**config.mk**
```make
export PLATFORM = sky130hd
export DESIGN_NAME = vmu_st_eng_pk
export DESIGN_NICKNAME = d
export VERILOG_FILES = /design/src/rtl/vmu_st_eng_pk.sv
export SDC_FILE = /design/constraint.sdc
export NUM_CORES = 1
export LEC_CHECK = 0
export CORE_ASPECT_RATIO = 1.25
export CORE_MARGIN = 4
export CORE_UTILIZATION = 55
export DETAILED_ROUTE_END_ITERATION = 6
export PLACE_DENSITY = 0.86
export SKIP_LAST_GASP = 1
export SYNTH_ARGS = -nofsm -noshare
export SYNTH_HDL_FRONTEND = slang
export SYNTH_SLANG_ARGS = --single-unit
export TNS_END_PERCENT = 10
```
**constraint.sdc**
```tcl
create_clock -name clk -period 17.6 [get_ports clk]
set_input_delay 3.52 -clock clk [delete_from_list [all_inputs] [get_ports clk]]
set_output_delay 3.52 -clock clk [all_outputs]
set_load 0.005 [all_outputs]
```
**src/rtl/vmu_st_eng_pk.sv**
```systemverilog
// rtl/vmu_st_eng_pk.sv - vector store engine: vreg snapshot, early unlock, packed unit-strided and per-element strided requests
module vmu_st_eng_pk #(
    parameter int VECTOR_REGISTERS = 32,
    parameter int VECTOR_LANES     = 8,
    parameter int DATA_WIDTH       = 32,
    parameter int ADDR_WIDTH       = 32,
    parameter int REQ_DATA_WIDTH   = 64,
    localparam int RW  = $clog2(VECTOR_REGISTERS),
    localparam int VLW = $clog2(VECTOR_REGISTERS * VECTOR_LANES) + 1
) (
    input  logic                                 clk,
    input  logic                                 rst_n,
    input  logic                                 valid_in,
    output logic                                 ready_o,
    input  logic                                 instr_reconf_i,
    input  logic [1:0]                           instr_op_i,
    input  logic [RW-1:0]                        instr_src_i,
    input  logic [VLW-1:0]                       instr_vl_i,
    input  logic [VLW-1:0]                       instr_maxvl_i,
    input  logic [ADDR_WIDTH-1:0]                instr_base_i,
    input  logic [ADDR_WIDTH-1:0]                instr_stride_i,
    output logic [RW-1:0]                        rd_addr_1_o,
    input  logic [VECTOR_LANES*DATA_WIDTH-1:0]   rd_data_1_i,
    output logic                                 unlock_en_o,
    output logic [RW-1:0]                        unlock_reg_a_o,
    output logic                                 req_valid_o,
    input  logic                                 grant_i,
    output logic [ADDR_WIDTH-1:0]                req_addr_o,
    output logic [REQ_DATA_WIDTH-1:0]            req_data_o,
    output logic [REQ_DATA_WIDTH/8-1:0]          req_be_o,
    output logic                                 done_o,
    output logic                                 err_o,
    output logic                                 is_busy_o
);
    localparam int EPR = REQ_DATA_WIDTH / DATA_WIDTH;
    localparam int BEW = REQ_DATA_WIDTH / 8;
    localparam int EB  = DATA_WIDTH / 8;
    localparam int LW  = $clog2(VECTOR_LANES);
    localparam int CW  = LW + 1;

    typedef enum logic [1:0] {IDLE, LOAD, ISSUE} state_t;
    state_t state, state_nx;

    logic                  strided_q;
    logic [RW-1:0]         cur_q;
    logic [VLW-1:0]        vl_q, loop_q, max_exp_q;
    logic [ADDR_WIDTH-1:0] addr_q, stride_q;
    logic [DATA_WIDTH-1:0] buf_q [VECTOR_LANES];
    logic [CW-1:0]         cnt_q, ptr_q;
    logic                  done_q, err_q;

    logic [VLW-1:0] rem, loop_nx, maxvl_sh;
    logic [CW-1:0]  cnt_ld, left, beat_k;
    logic           last_beat, more_regs, accept_op, fire;

    // Elements still owed to the current vreg, clipped to one vreg's worth.
    assign rem       = vl_q - (loop_q << LW);
    assign cnt_ld    = (rem > VLW'(VECTOR_LANES)) ? CW'(VECTOR_LANES) : rem[CW-1:0];
    assign left      = cnt_q - ptr_q;
    assign beat_k    = strided_q ? CW'(1) : ((left > CW'(EPR)) ? CW'(EPR) : left);
    assign last_beat = (ptr_q + beat_k) >= cnt_q;
    assign loop_nx   = loop_q + VLW'(1);
    assign more_regs = (loop_nx < max_exp_q) && ((loop_nx << LW) < vl_q);
    assign maxvl_sh  = instr_maxvl_i >> LW;
    assign accept_op = (state == IDLE) && valid_in && !instr_reconf_i;
    assign fire      = (state == ISSUE) && grant_i;

    assign ready_o   = (state == IDLE);
    assign is_busy_o = (state != IDLE);
    assign done_o    = done_q;
    assign err_o     = err_q;

    always_ff @(posedge clk) begin
        if (!rst_n) state <= IDLE;
        else        state <= state_nx;
    end

    always_comb begin
        state_nx       = state;
        rd_addr_1_o    = '0;
        unlock_en_o    = 1'b0;
        unlock_reg_a_o = '0;
        req_valid_o    = 1'b0;
        req_addr_o     = '0;
        req_data_o     = '0;
        req_be_o       = '0;
        case (state)
            IDLE: begin
                if (accept_op && instr_vl_i != '0 && !instr_op_i[0]) state_nx = LOAD;
            end
            LOAD: begin
                rd_addr_1_o    = cur_q;
                unlock_en_o    = 1'b1;
                unlock_reg_a_o = cur_q;
                state_nx       = ISSUE;
            end
            ISSUE: begin
                req_valid_o = 1'b1;
                req_addr_o  = addr_q;
                for (int s = 0; s < EPR; s++) begin
                    if (s < int'(beat_k))
                        req_data_o[s*DATA_WIDTH +: DATA_WIDTH] = buf_q[LW'(ptr_q + CW'(s))];
                end
                for (int b = 0; b < BEW; b++) req_be_o[b] = (b < int'(beat_k) * EB);
                if (grant_i && last_beat) state_nx = more_regs ? LOAD : IDLE;
            end
            default: state_nx = IDLE;
        endcase
    end

    always_ff @(posedge clk) begin
        if (!rst_n) begin
            strided_q <= 1'b0;
            cur_q     <= '0;
            vl_q      <= '0;
            loop_q    <= '0;
            max_exp_q <= VLW'(1);
            addr_q    <= '0;
            stride_q  <= '0;
            cnt_q     <= '0;
            ptr_q     <= '0;
            done_q    <= 1'b0;
            err_q     <= 1'b0;
            for (int i = 0; i < VECTOR_LANES; i++) buf_q[i] <= '0;
        end else begin
            done_q <= 1'b0;
            err_q  <= 1'b0;
            if (state == IDLE && valid_in && instr_reconf_i)
                max_exp_q <= (maxvl_sh == '0) ? VLW'(1) : maxvl_sh;
            if (accept_op) begin
                strided_q <= instr_op_i[1];
                cur_q     <= instr_src_i;
                vl_q      <= instr_vl_i;
                addr_q    <= instr_base_i;
                stride_q  <= instr_stride_i;
                loop_q    <= '0;
                // Empty or illegal instructions retire straight from IDLE.
                if (instr_vl_i == '0 || instr_op_i[0]) begin
                    done_q <= 1'b1;
                    err_q  <= instr_op_i[0];
                end
            end
            if (state == LOAD) begin
                for (int i = 0; i < VECTOR_LANES; i++)
                    buf_q[i] <= rd_data_1_i[i*DATA_WIDTH +: DATA_WIDTH];
                cnt_q <= cnt_ld;
                ptr_q <= '0;
            end
            if (fire) begin
                ptr_q  <= ptr_q + beat_k;
                addr_q <= addr_q + (strided_q ? stride_q : ADDR_WIDTH'(beat_k) * ADDR_WIDTH'(EB));
                if (last_beat) begin
                    if (more_regs) begin
                        loop_q <= loop_nx;
                        cur_q  <= cur_q + RW'(1);
                    end else begin
                        done_q <= 1'b1;
                    end
                end
            end
        end
    end
endmodule

```
==> impl_metrics.csv <==
group,metric,value,unit
cts,cts_tree,"built",
floorplanning,die_w,182.2,um
power_and_ir_drop,p_seq_share,50.1,%
detailed_routing,drtAntennaViolNets,0,
synth,ys_seq_elements,365,
floorplanning,die_area,41140,um^2
sta,worstMarginPinSlew,1.217,ns
layout,regArea,9882,um^2
layout,final_cells,2781,
hold_path,hold_class,"reg -> reg",
sta,max_freq,124.1,MHz
cts,postCtsSetupRepairBufs,0,
synth,ys_warn_count,0,
grt,overflow,0,
synth,synth_top_family_by_area,"simple AND/OR/NAND/NOR gates",
detailed_routing,vias,17030,
floorplanning,std_cell_rows,79,
grt,grt_pass1_wl,100800,um
synth,synth-simple-area-share,18.67,%
sta,finClkSkew,0.01284,ns
sta,hold_viol,0,
detailed_routing,drt_pre_antenna_iters,6,
sta,min_period_over_period,45.80,%
place,place_hpwl,45580,um
sta,final_max_slew_viol_count,0,
cts,cts-resized-gates,0,
grt,grt_max_degree,132,
synth,synth_adder_area_share,3.982,%
sta,setup_viol,0,
cts,clock-root-buffer,"clkbuf_16",
place,dp.cells,2688,
cts,clock_sinks,365,
synth,synth-async-reset-ratio,0,%
layout,fin_util,72.02,%
synth,syn_area,20870,um^2
synth,syn_nets,2289,
setup_path,crit_chain,"ha_1 > inv_1 > fa_1 > xor2_1 > or3_1 > nor2b_1 > nand2_1 > buf_4 > a21oi_1 > clkdlybuf4s50_1",
cts,clkTransAtPathRegs,0.06,ns
power_and_ir_drop,vdd_ir_drop_max,60.31,uV
grt,grt_usage,31.31,%
place,gp_congestion,0.9584,
setup_path,arrival,4.54,ns
place,portBuffers,466,
detailed_routing,drc_errors,0,
power_and_ir_drop,p_comb_share,11.0,%
setup_path,crit_family,"buffers and inverters",
layout,multi_input_area,10210,um^2
sta,period_needed,8.061,ns
power_and_ir_drop,p_per_area,73.49,nW/um^2
setup_path,cp_slowest_cell,"dfxtp_4",
setup_path,required,14.08,ns
floorplanning,core-area,37360,um^2
sta,maxSlewHeadroom,18.88,%
power_and_ir_drop,p_sw,459.7,uW
detailed_routing,drt_iter0_markers,1520,
synth,synth_edf_count,256,
layout,fillers,2555,
synth,synth_area_per_cell,11.13,um^2
power_and_ir_drop,pwr-share-clk,38.9,%
synth,synth_xor_area_share,1.595,%
synth,ys_seq_area_share,47.30,%
power_and_ir_drop,p_leak,0.01032,uW
flow_run,max-cap-violations,0,
synth,ys_types,72,
synth,muxShareOfSynthArea,16.08,%
power_and_ir_drop,sw_frac_of_total,23.24,%
run_status,run_status,"complete, no violations",
layout,final_nets,2657,
setup_path,critPathMaxStageDelay,1.07,ns
synth,netlist_instances,1875,
synth,synthFlopType,"edfxtp_1",
grt,antenna_found_initial,26,
layout,synthToLayoutAreaGrowth,28.96,%
cts,cts_hold_buf,0,
setup_path,worstPathMaxFanout,68,
layout,final_layout_size_suffix_gt1_share,10.21,%
cts,numCtsBuffers,39,
sta,tns,0,ns
synth,synth_compound_area_share,8.275,%
setup_path,critical_path_buf_inv_count,3,
detailed_routing,viasPerCell,6.125,
setup_path,end_kind,"primary output",
floorplanning,start_util,55.84,%
sta,whs,0.4516,ns
floorplanning,ioPinCount,470,
sta,grt_setup_unrepaired,"no",
floorplanning,die_h,225.8,um
power_and_ir_drop,internal-power,1518,uW
cts,clock_latency,0.54,ns
detailed_routing,wl,66120,um
cts,htreeDepth,2,
setup_path,cp-start-kind,"flop",
cts,clockBufferDepth,3,
detailed_routing,routedWlPerCell,23.78,um
grt,grt_pass1_vias,17660,
setup_path,crit_type,"reg -> out",
-- layer usage --
layer  routed length (um)  track usage [%]  vias to the layer above
met1                22930            37.55                     8241
met3                 6710            7.266                      208
met5                  103                0                        -
met2                32640            52.64                      927
li1                     -                -                     7641
met4                 3727            16.90                       16
-- state kept, by name, indices dropped and copies added, names as in the netlist, named ones only --
| signal | flops |
|---|---|
| buf_q | 256 |
| addr_q | 32 |
| stride_q | 32 |
| loop_q | 9 |
| vl_q | 9 |
| max_exp_q | 6 |
| cur_q | 5 |
| cnt_q | 4 |
| ptr_q | 4 |
| state | 2 |
| done_o | 1 |
| err_o | 1 |
| strided_q | 1 |
-- kinds of logic (layout without fill, tap and decap cells) --
kind of cell / count (synthesis) / in the layout
AND/OR/NAND/NOR: 760 / 760
flip-flops: 365 / 365
AO/OA/AOI/OAI: 270 / 270
buffers and inverters: 202 / 600
multiplexers: 175 / 175
adder cells (fa/ha/maj): 64 / 64
XOR/XNOR: 38 / 38
other: 1 / 23
-- cells in the mapped netlist (4+ instances only) --
master | number | area, um^2
clkbuf_1 | 116 | 435.4
mux4_2 | 128 | 2883
mux2i_1 | 46 | 460.4
ha_1 | 60 | 750.7
a21o_1 | 12 | 90.09
o211ai_1 | 8 | 60.06
and2_1 | 134 | 838.3
fa_1 | 4 | 80.08
and3_1 | 204 | 1276
buf_1 | 8 | 30.03
inv_1 | 43 | 161.4
buf_4 | 11 | 82.58
edfxtp_1 | 256 | 7687
xor2_1 | 15 | 131.4
xnor2_1 | 23 | 201.4
a31oi_1 | 5 | 31.28
o21ai_1 | 5 | 25.02
o21a_1 | 4 | 30.03
nand3_1 | 20 | 100.1
nor2b_1 | 13 | 81.33
o22ai_1 | 4 | 25.02
a311oi_1 | 19 | 166.4
buf_2 | 22 | 110.1
nand2_1 | 263 | 987.2
a211oi_1 | 6 | 45.04
nor3_1 | 8 | 40.04
a21oi_1 | 126 | 630.6
o21ai_0 | 35 | 175.2
nor2_1 | 82 | 307.8
a21boi_1 | 4 | 30.03
nand2b_1 | 8 | 50.05
o21bai_1 | 4 | 30.03
a21boi_0 | 12 | 90.09
dfxtp_1 | 109 | 2182
nand4_1 | 6 | 37.54
-- worst reg2reg max path: cells and delay by family, from the launching register on --
family	cells	cell delay [ns]
adders and majority gates	5	1.64
DFF	1	1.07
and+or+nand+nor	4	1.03
AOI/OAI and AO/OA	5	0.91
buffers and inverters	2	0.27
xor gates and xnor gates	1	0.16
-- power groups by stage --
stage | combinational [uW] | sequential [uW] | clock (uW)
floorplan | 107 | 1000 | 0
global placement | 211 | 1000 | 0
detailed placement | 216 | 1010 | 0
CTS | 218 | 990 | 778
global route | 236 | 994 | 815
finish | 218 | 990 | 769
-- worst paths after layout --
check	from	endpoint	slack, ns	depth (start not counted)
min	stride_q[7]$_SDFFE_PN0P_	stride_q[7]$_SDFFE_PN0P_	0.45	2
max reg2reg	ptr_q[0]$_SDFFE_PN0N_	loop_q[0]$_SDFF_PN0_	12.47	17
max	ptr_q[0]$_SDFFE_PN0N_	req_data_o[62]	9.54	10
min reg2reg	stride_q[7]$_SDFFE_PN0P_	stride_q[7]$_SDFFE_PN0P_	0.45	2
-- cells in the final DEF (no fill, tap or decap), types with 6 or more instances in the layout --
cell type        count
clkbuf_1            14
mux2i_1             46
a21o_1              12
diode_2             22
ha_1                59
o211ai_1             8
nor2b_1             12
clkbuf_16           40
xor2_1              14
o21ai_0             35
clkinv_2             9
dfxtp_1            105
mux4_2             128
nand3_1             20
nand4_1              6
a211oi_1             6
buf_4               20
nand2_1            262
and2_1             134
nand2b_1             8
a21oi_1            126
clkdlybuf4s50_1    465
xnor2_1             22
nor2_1              81
and3_1             204
a311oi_1            19
a21boi_0            12
edfxtp_1           256
inv_1               42
nor3_1               8
-- area by class of cell --
class | count | area share, %
timing repair buffer | 486 | 17.90
clock inverter | 14 | 0.3162
antenna | 22 | 0.2046
multi-input combinational | 1308 | 37.95
sequential | 365 | 36.72
tap | 486 | 2.260
clock buffer | 57 | 4.036
inverter | 43 | 0.6091
-- through the flow --
stage | total power, uW | setup slack (ns) | cell area (um^2)
4_1_cts | 1986 | 9.528 | 26850
6_report | 1977 | 9.539 | 26910
3_3_place_gp | 1214 | 10.16 | 25680
3_5_place_dp | 1223 | 10.11 | 25680
2_1_floorplan | 1112 | 7.489 | 20870
5_1_grt | 2045 | 9.412 | 26900
(Power assumes the default switching activity.)
